<file path="config.mk">
export PLATFORM = sky130hd
export DESIGN_NAME = fix_session_ctrl
export DESIGN_NICKNAME = d
export VERILOG_FILES = /design/src/rtl/fix_ctrl_pkg.sv /design/src/rtl/fix_timer.sv /design/src/rtl/fix_session_ctrl.sv
export SDC_FILE = /design/constraint.sdc
export NUM_CORES = 1
export LEC_CHECK = 0
export ABC_AREA = 1
export CAP_MARGIN = 20
export CORE_ASPECT_RATIO = 1.1
export CORE_MARGIN = 2
export CORE_UTILIZATION = 41
export DETAILED_ROUTE_END_ITERATION = 12
export DONT_BUFFER_PORTS = 1
export SYNTH_ARGS = -nofsm -noshare
export SYNTH_HDL_FRONTEND = slang
export SYNTH_HIERARCHICAL = 1
export SYNTH_SLANG_ARGS = --single-unit
</file>
<file path="constraint.sdc">
create_clock -name clk -period 2.6 [get_ports clk]
set_input_delay 0.52 -clock clk [delete_from_list [all_inputs] [get_ports clk]]
set_output_delay 0.52 -clock clk [all_outputs]
set_load 0.05 [all_outputs]
</file>
<file path="src/rtl/fix_ctrl_pkg.sv">
// fix_ctrl_pkg
//   Shared definitions for the FIX session controller:
//   - fix_state_e   : 3-bit state encodings (also exported on state_o for debug)
//   - HOST_W_DEFAULT: default host address width
//   - clog2max      : width of a down-counter able to hold (max of three lengths)-1
package fix_ctrl_pkg;

  typedef enum logic [2:0] {
    ST_IDLE      = 3'd0,
    ST_STARTUP   = 3'd1,
    ST_REQUEST   = 3'd2,
    ST_WAIT_CONN = 3'd3,
    ST_UP        = 3'd4,
    ST_BACKOFF   = 3'd5,
    ST_FAILED    = 3'd6
  } fix_state_e;

  localparam int HOST_W_DEFAULT = 2;

  // Counter width for the largest of three cycle counts. The counter is only
  // ever loaded with (count-1), so $clog2(max) bits suffice; at least 1 bit
  // is kept so the counter never collapses to zero width.
  function automatic int clog2max(input int a, input int b, input int c);
    int m;
    m = a;
    if (b > m) m = b;
    if (c > m) m = c;
    return (m <= 1) ? 1 : $clog2(m);
  endfunction

endpackage

</file>
<file path="src/rtl/fix_timer.sv">
// fix_timer
//   Loadable down-counter shared by the STARTUP, WAIT_CONN and BACKOFF phases.
//   Saturates at zero; load takes priority over decrement.
// Ports
//   clk       in  1  clock
//   rst       in  1  asynchronous active-low reset (counter cleared)
//   load      in  1  load load_val this cycle
//   load_val  in  W  value to load
//   dec       in  1  decrement by one (ignored when already zero)
//   zero_o    out 1  counter equals zero
module fix_timer #(
  parameter int W = 8
) (
  input  logic         clk,
  input  logic         rst,
  input  logic         load,
  input  logic [W-1:0] load_val,
  input  logic         dec,
  output logic         zero_o
);

  logic [W-1:0] cnt_q;

  always_ff @(posedge clk or negedge rst) begin
    if (!rst) begin
      cnt_q <= '0;
    end else if (load) begin
      cnt_q <= load_val;
    end else if (dec && (cnt_q != '0)) begin
      cnt_q <= cnt_q - W'(1);
    end
  end

  assign zero_o = (cnt_q == '0);

endmodule

</file>
<file path="src/rtl/fix_session_ctrl.sv">
// fix_session_ctrl
//   FIX session bring-up controller between the application, fix_engine and
//   the TOE: startup delay, connect request with timeout, bounded retries with
//   backoff, link-drop recovery, and gating of fix_engine writes into the TOE
//   data FIFO.
// Ports
//   clk                    in  1        clock
//   rst                    in  1        asynchronous active-low reset
//   enable_i               in  1        run session (level); low forces IDLE
//   host_sel_i             in  HOST_W   target host, latched on IDLE->STARTUP
//   connect_o              out 1        one-cycle connect pulse per attempt
//   connect_to_host_o      out HOST_W   latched host, valid from REQUEST until IDLE
//   connected_i            in  1        TOE connection status
//   connected_host_addr_i  in  HOST_W   TOE connected host address
//   fifo_full_i            in  1        TOE data FIFO full
//   error_i                in  1        TOE data FIFO error
//   tx_allow_o             out 1        session up and FIFO not full (combinational)
//   session_up_o           out 1        session established
//   fail_o                 out 1        retries exhausted (sticky until disabled)
//   retry_cnt_o            out RETRY_W  retries used in this bring-up
//   state_o                out 3        current state encoding (debug)
module fix_session_ctrl
  import fix_ctrl_pkg::*;
#(
  parameter int STARTUP_CYCLES  = 100,
  parameter int CONNECT_TIMEOUT = 1024,
  parameter int MAX_RETRIES     = 3,
  parameter int BACKOFF_CYCLES  = 256,
  parameter int HOST_W          = HOST_W_DEFAULT,
  localparam int RETRY_W = (MAX_RETRIES < 1) ? 1 : $clog2(MAX_RETRIES + 1)
) (
  input  logic               clk,
  input  logic               rst,
  input  logic               enable_i,
  input  logic [HOST_W-1:0]  host_sel_i,
  output logic               connect_o,
  output logic [HOST_W-1:0]  connect_to_host_o,
  input  logic               connected_i,
  input  logic [HOST_W-1:0]  connected_host_addr_i,
  input  logic               fifo_full_i,
  input  logic               error_i,
  output logic               tx_allow_o,
  output logic               session_up_o,
  output logic               fail_o,
  output logic [RETRY_W-1:0] retry_cnt_o,
  output logic [2:0]         state_o
);

  localparam int TMR_W = clog2max(STARTUP_CYCLES, CONNECT_TIMEOUT, BACKOFF_CYCLES);

  localparam logic [2:0] S_IDLE      = ST_IDLE;
  localparam logic [2:0] S_STARTUP   = ST_STARTUP;
  localparam logic [2:0] S_REQUEST   = ST_REQUEST;
  localparam logic [2:0] S_WAIT_CONN = ST_WAIT_CONN;
  localparam logic [2:0] S_UP        = ST_UP;
  localparam logic [2:0] S_BACKOFF   = ST_BACKOFF;
  localparam logic [2:0] S_FAILED    = ST_FAILED;

  localparam logic [TMR_W-1:0]   LD_STARTUP = TMR_W'(STARTUP_CYCLES - 1);
  localparam logic [TMR_W-1:0]   LD_TIMEOUT = TMR_W'(CONNECT_TIMEOUT - 1);
  localparam logic [TMR_W-1:0]   LD_BACKOFF = TMR_W'(BACKOFF_CYCLES - 1);
  localparam logic [RETRY_W-1:0] RETRY_MAX  = RETRY_W'(MAX_RETRIES);

  logic [2:0]         state_q, state_d;
  logic [RETRY_W-1:0] retry_q, retry_d;
  logic [HOST_W-1:0]  host_lat_q, host_lat_d;
  logic [HOST_W-1:0]  host_out_q;
  logic               connect_q, up_q, fail_q;

  logic               tmr_load, tmr_dec, tmr_zero;
  logic [TMR_W-1:0]   tmr_val;

  logic               host_match;

  assign host_match = connected_i && (connected_host_addr_i == host_lat_q);

  fix_timer #(.W(TMR_W)) u_timer (
    .clk      (clk),
    .rst      (rst),
    .load     (tmr_load),
    .load_val (tmr_val),
    .dec      (tmr_dec),
    .zero_o   (tmr_zero)
  );

  always_comb begin
    state_d    = state_q;
    retry_d    = retry_q;
    host_lat_d = host_lat_q;
    tmr_load   = 1'b0;
    tmr_val    = '0;
    tmr_dec    = 1'b0;

    case (state_q)
      S_IDLE: begin
        state_d    = S_STARTUP;
        host_lat_d = host_sel_i;
        tmr_load   = 1'b1;
        tmr_val    = LD_STARTUP;
      end
      S_STARTUP: begin
        if (tmr_zero) state_d = S_REQUEST;
        else          tmr_dec = 1'b1;
      end
      S_REQUEST: begin
        state_d  = S_WAIT_CONN;
        tmr_load = 1'b1;
        tmr_val  = LD_TIMEOUT;
      end
      S_WAIT_CONN: begin
        // A matching connection on the final timeout cycle still wins.
        if (host_match) begin
          state_d = S_UP;
        end else if (tmr_zero) begin
          if (retry_q == RETRY_MAX) begin
            state_d = S_FAILED;
          end else begin
            state_d  = S_BACKOFF;
            retry_d  = retry_q + RETRY_W'(1);
            tmr_load = 1'b1;
            tmr_val  = LD_BACKOFF;
          end
        end else begin
          tmr_dec = 1'b1;
        end
      end
      S_UP: begin
        // A drop after a successful session starts a fresh retry budget.
        if (!connected_i || error_i) begin
          state_d  = S_BACKOFF;
          retry_d  = '0;
          tmr_load = 1'b1;
          tmr_val  = LD_BACKOFF;
        end
      end
      S_BACKOFF: begin
        if (tmr_zero) state_d = S_REQUEST;
        else          tmr_dec = 1'b1;
      end
      S_FAILED: begin
        state_d = S_FAILED;
      end
      default: begin
        state_d = S_IDLE;
      end
    endcase

    // Disable overrides everything; the IDLE case above only runs when enabled.
    if (!enable_i) begin
      state_d  = S_IDLE;
      retry_d  = '0;
      tmr_load = 1'b0;
      tmr_dec  = 1'b0;
    end
  end

  // Outputs are registered from the next-state so they line up with state_q.
  always_ff @(posedge clk or negedge rst) begin
    if (!rst) begin
      state_q    <= S_IDLE;
      retry_q    <= '0;
      host_lat_q <= '0;
      host_out_q <= '0;
      connect_q  <= 1'b0;
      up_q       <= 1'b0;
      fail_q     <= 1'b0;
    end else begin
      state_q    <= state_d;
      retry_q    <= retry_d;
      host_lat_q <= host_lat_d;
      host_out_q <= ((state_d == S_IDLE) || (state_d == S_STARTUP)) ? '0 : host_lat_d;
      connect_q  <= (state_d == S_REQUEST);
      up_q       <= (state_d == S_UP);
      fail_q     <= (state_d == S_FAILED);
    end
  end

  assign state_o           = state_q;
  assign retry_cnt_o       = retry_q;
  assign connect_o         = connect_q;
  assign connect_to_host_o = host_out_q;
  assign session_up_o      = up_q;
  assign fail_o            = fail_q;
  // Zero-latency gate: a full FIFO blocks writes in the same cycle.
  assign tx_allow_o        = up_q & ~fifo_full_i;

endmodule

</file>
* After elaboration in Yosys (flattened, before gate mapping)
Cells that the tools add are included.
** Storage, ports and cells
- Bits of input ports :: 10
- Logic and storage cells :: 74
- Bits in registers :: 22
** Cells by class
- Equality and inequality tests :: 17
- Bitwise gates (word level) :: 2
- Reductions and logical operators :: 13
- Muxes and demuxes :: 32
- Add/subtract/negate cells :: 2
** Operator list (count)
- 10-bit case mux with 4 select lines :: 1
- 8-bit 2-to-1 mux :: 4
- 10-bit 2-to-1 mux :: 2
- 3-bit case mux with 6 select lines :: 1
- 2-bit 2-to-1 mux :: 8
- 3-bit == test, second input constant :: 5
- 3-bit 2-to-1 mux :: 5
- 3-bit inequality test, second input constant :: 4
- 10-bit zero test :: 1
- 10-bit nonzero test :: 1
- 10-bit by 1-bit subtractor with 10-bit output, second input constant :: 1
- 3-bit by 2-bit == test with 1-bit output, second input constant :: 3
- 1-bit 2-to-1 mux :: 8
- 3-bit by 1-bit == test with 1-bit output, second input constant :: 2
- 3-bit zero test :: 2
- 5-bit AND reduction :: 1
- 2-bit case mux with 2 select lines :: 1
- 2-bit OR reduction :: 2
- 3-bit by 1-bit inequality test with 1-bit output, second input constant :: 1
- 1-bit case mux with 3 select lines :: 1
- 2-bit by 1-bit adder with 2-bit output, second input constant :: 1
- 2-bit == test :: 1
- 2-bit == test, second input constant :: 1
- 1-bit logical AND :: 2
- other kinds (6) :: 7

* Depth between registers and ports, before layout
- Depth after elaboration :: 9
- Mapped depth :: 17
- Gate-level depth less buffers :: 17

* Hierarchy
The synthesis kept the hierarchy.
** Modules (own cells, without submodules)
- fix_timer :: cells each 118, instances 1, area an instance 758.2 um^2
- fix_session_ctrl :: cells each 103, instances 1, area an instance 726.9 um^2

* Worst setup path after synthesis
Ideal clock, no wire load.
- Path type :: register to register
- From :: reg u_timer.cnt_q[0]
- To :: reg u_timer.cnt_q[3]
- Cell stages (with the launch flop) :: 18
- Buffers on the path :: 1
- Clock period less this slack :: 2474 ps
- Setup slack :: 126 ps
- Data required time :: 2526 ps
- Arrival time :: 2400 ps
- Path through :: dfrtp_1 -> inv_1 -> ha_1 -> nand3_1 -> nor3_1 -> inv_1 -> nor2_1 -> nand3_2 -> nand2_1 -> inv_1 -> o21ai_1 -> nand2_1 -> inv_1 -> clkinv_1 -> nand2_4 -> buf_6 -> nand2_1 -> o21ai_2
** RTL lines
- from (decl) :: RTL line fix_timer.sv:22 : logic [W-1:0] cnt_q;
- from (signal assigned) :: RTL line fix_timer.sv:28 : cnt_q <= load_val;
- from (signal assigned) :: RTL line fix_timer.sv:30 : cnt_q <= cnt_q - W'(1);
- 10-bit zero test * :: RTL line fix_timer.sv:34 : assign zero_o = (cnt_q == '0);
- named net tmr_zero :: RTL line fix_session_ctrl.sv:70 : logic tmr_load, tmr_dec, tmr_zero;
- 1-bit 2-to-1 mux * :: RTL line fix_session_ctrl.sv:114 : end else if (tmr_zero) begin
- 1-bit 2-to-1 mux * :: RTL line fix_session_ctrl.sv:112 : if (host_match) begin
- 1-bit case mux with 3 select lines * :: RTL line fix_session_ctrl.sv:94 : case (state_q)
- 1-bit 2-to-1 mux * :: RTL line fix_session_ctrl.sv:149 : if (!enable_i) begin
- named net tmr_load :: RTL line fix_session_ctrl.sv:70
- 10-bit 2-to-1 mux / 2-bit nonzero test (equally long branches)
The timed path passes the listed nets; every way through them passes the cells marked *. The select of a mux whose other input is x is not followed.
A chain may end at the register's enable or synchronous reset.

* Worst setup path after layout
- From :: reg u_timer.cnt_q[5]
- To :: reg u_timer.cnt_q[5]
Same word-level chain as after synthesis.

==> impl_metrics.env <==
export IMPL_status="finished clean"
export IMPL_postRouteAntennaNets=0
export IMPL_final_nets=250
export IMPL_fin_area_um2=1720
export IMPL_fillers=374
export IMPL_ys_top_cells_by_count="nand2_1, inv_1, nor2_1, dfrtp_1, nand3_1"
export IMPL_stdcell_count=284
export IMPL_grt_pass1_vias=1286
export IMPL_seqCellArea_um2=551
export IMPL_crit_type="register to register"
export IMPL_die_area_um2=4120
export IMPL_p_int_w=0.000837
export IMPL_finalSetupViolations=0
export IMPL_grt_use_met1=0.221
export IMPL_finalHoldViolCount=0
export IMPL_final_period_utilization=0.889
export IMPL_min_period_ps=2310
export IMPL_clock_fmax_mhz=433
export IMPL_drc=0
export IMPL_power_switching_w=0.000640
export IMPL_syn_mean_instance_area_um2=6.72
export IMPL_hpwl_um=2370
export IMPL_routedWlPerCell_um=10.8
export IMPL_syn_to_final_growth_pct=15.7
export IMPL_crit_required_ps=2810
export IMPL_drt_pass1_iter_count=4
export IMPL_htreeDepth=1
export IMPL_startpoint="u_timer/cnt_q[5]"
export IMPL_multi_input_area_um2=768
export IMPL_netlist_area_um2=1490
export IMPL_insertion_delay_ps=310
export IMPL_num_vias=1309
export IMPL_diodes=0
export IMPL_gr_usage_met2=0.295
export IMPL_clk_path_buf_depth=2
export IMPL_fp_coreArea_um2=3410
export IMPL_port_buffers=0
export IMPL_globalRouteOverflowTotal=0
export IMPL_cp_start_kind="register"
export IMPL_swShare=0.433
export IMPL_seq_power_share=0.343
export IMPL_power_frac_comb=0.477
export IMPL_dp_cells=277
export IMPL_setup_slack_ps=289
export IMPL_maxCapViolations=0
export IMPL_pre_cts_ws_ps=205
export IMPL_worstPathMaxFanout=15
export IMPL_cts_root_buffer="clkbuf_4"
export IMPL_async_flop_share=1.00
export IMPL_tightest_slew_ps=465
export IMPL_grt_use_met3=0.0291
export IMPL_pwr_density_cell_nw_per_um2=860
export IMPL_clockPowerShare=0.180
export IMPL_final_core_utilization=0.503
export IMPL_track_usage=0.175
export IMPL_grt_pass1_wl_um=5420
export IMPL_ir_worst_vdd_uv=379
export IMPL_slew_violations=0
export IMPL_drive_gt1_frac=0.186
export IMPL_drtIter0Drc=76
export IMPL_synth_top_area_share=0.371
export IMPL_routed_via_density=4.61
export IMPL_die_y_um=67.1
export IMPL_cts_sinks=22
export IMPL_worstReg2RegStart="u_timer/cnt_q[5]"
export IMPL_leakage_nw=0.938
export IMPL_synth_nets=234
export IMPL_finalPower_w=0.00148
export IMPL_synth_distinct_cells=27
export IMPL_gp_congestion=0.839
export IMPL_grt_max_degree=23
export IMPL_worstPathArrival_ps=2520
export IMPL_synthCells=221
export IMPL_ys_ff_latch=22
export IMPL_busiest_layer="met2"
export IMPL_antenna_found_initial=0
export IMPL_cts_made_buffers=3
export IMPL_ys_flop_type="dfrtp_1"
export IMPL_pin_count=21
export IMPL_yosysMostFrequentCell="nand2_1"
export IMPL_fp_row_count=22
export IMPL_max_slew_margin=0.690
export IMPL_yosysSeqAreaShare=0.371
export IMPL_yosys_warnings=6
export IMPL_worst_hold_startpoint="enable_i"
export IMPL_synthTopCellsByArea="dfrtp_1, nand2_1, inv_1, nand3_1, nor2_1"
export IMPL_hp_class="input port to register"
export IMPL_synth_top_area_cell="dfrtp_1"
export IMPL_start_util=0.435
export IMPL_fp_dieW_um=61.4
export IMPL_cts_tree="yes"
export IMPL_synth_edf_count=0
export IMPL_wl_um=3060
export IMPL_place_area_um2=1610
export IMPL_clk_pin_slew_ps=120
export IMPL_setup_worst_path_end_class="register"
export IMPL_skew_ps=10.5
-- timing repair --
item / CTS / global route
setup endpoints to repair: 0 / 10
endpoints found under the hold margin: 22 / 0
hold buffers: 1 / 0
buffers inserted: 0 / 1
resized for setup: 0 / 6
-- placed cells by master (no fill, tap or decap), drive strengths merged --
cell / n
a21boi: 1
a21oi: 3
buf: 13
bufinv: 1
clkbuf: 3
clkinv: 1
clkinvlp: 1
dfrtp: 22
dlygate4sd3: 1
ha: 3
inv: 39
nand2: 74
nand3: 19
nand3b: 3
nand4: 2
nor2: 27
nor3: 3
o21ai: 18
o21bai: 1
or2: 1
-- worst max-delay path, cell delays in order (launching register included) --
cell	delay, ps
dfrtp_1	450
nor2_1	190
nand3_1	140
nor3_2	240
inv_2	80
nor2_2	100
nand3_2	80
nand2_1	70
inv_1	50
o21ai_1	90
nand2_1	60
inv_1	110
clkinvlp_4	170
nand2_4	210
inv_1	80
nand2_1	60
nand2_1	50
-- through the flow --
| stage | TNS (ps) | hold slack [ps] |
|---|---|---|
| CTS | 0 | 294 |
| finish | 0 | 314 |
| global placement | 0 | 225 |
| detailed placement | 0 | 225 |
| floorplan | 0 | 224 |
| global route | -13.6 | 292 |
-- state kept, by name, indices dropped and copies added, names as in the netlist --
register and cells:
session_up_o 1, host_lat_q 2, retry_cnt_o 2, connect_to_host_o 2, state_o 3, fail_o 1
u_timer/cnt_q 10, connect_o 1
-- final cells by class --
cell class	instances	share of cell area
Tap cell	48	0.0350
Multi-Input combinational cell	155	0.447
Clock inverter	1	0.0175
Timing Repair Buffer	14	0.0743
Sequential cell	22	0.320
Inverter	41	0.0925
Clock buffer	3	0.0131
-- routing by layer --
| metal | wire [um] | up-vias |
|---|---|---|
| li1 | - | 710 |
| met3 | 107 | 4 |
| met4 | 38 | 0 |
| met1 | 1400 | 579 |
| met2 | 1510 | 16 |
| met5 | 0 | - |
-- final timing paths --
path                                   endpoint  slack (ps)  cells past startpoint
min in group asynchronous      u_timer/cnt_q[7]         550                      1
min                                  state_o[0]         310                      2
max in group asynchronous  connect_to_host_o[0]        1630                      2
min reg2reg                    u_timer/cnt_q[1]         550                      2
max reg2reg                    u_timer/cnt_q[5]         290                     16
max                            u_timer/cnt_q[5]         290                     16
-- kinds of logic (layout without fill, tap and decap cells) --
| logic type | Yosys count | in the layout | synth area share |
|---|---|---|---|
| compound gates | 23 | 23 | 0.0986 |
| fa+ha+maj | 3 | 3 | 0.0253 |
| buf+inv | 44 | 59 | 0.117 |
| flops | 22 | 22 | 0.371 |
| simple gates | 129 | 129 | 0.388 |
-- power by group through the flow --
stage	Clock (W)	Combinational (W)	Sequential [W]
6_report	0.000265	0.000705	0.000507
2_1_floorplan	0	0.000514	0.000524
3_5_place_dp	0	0.000678	0.000512
4_1_cts	0.000281	0.000690	0.000504
5_1_grt	0.000292	0.000817	0.000517
3_3_place_gp	0	0.000683	0.000510
Power figures use the tool's default switching activity.
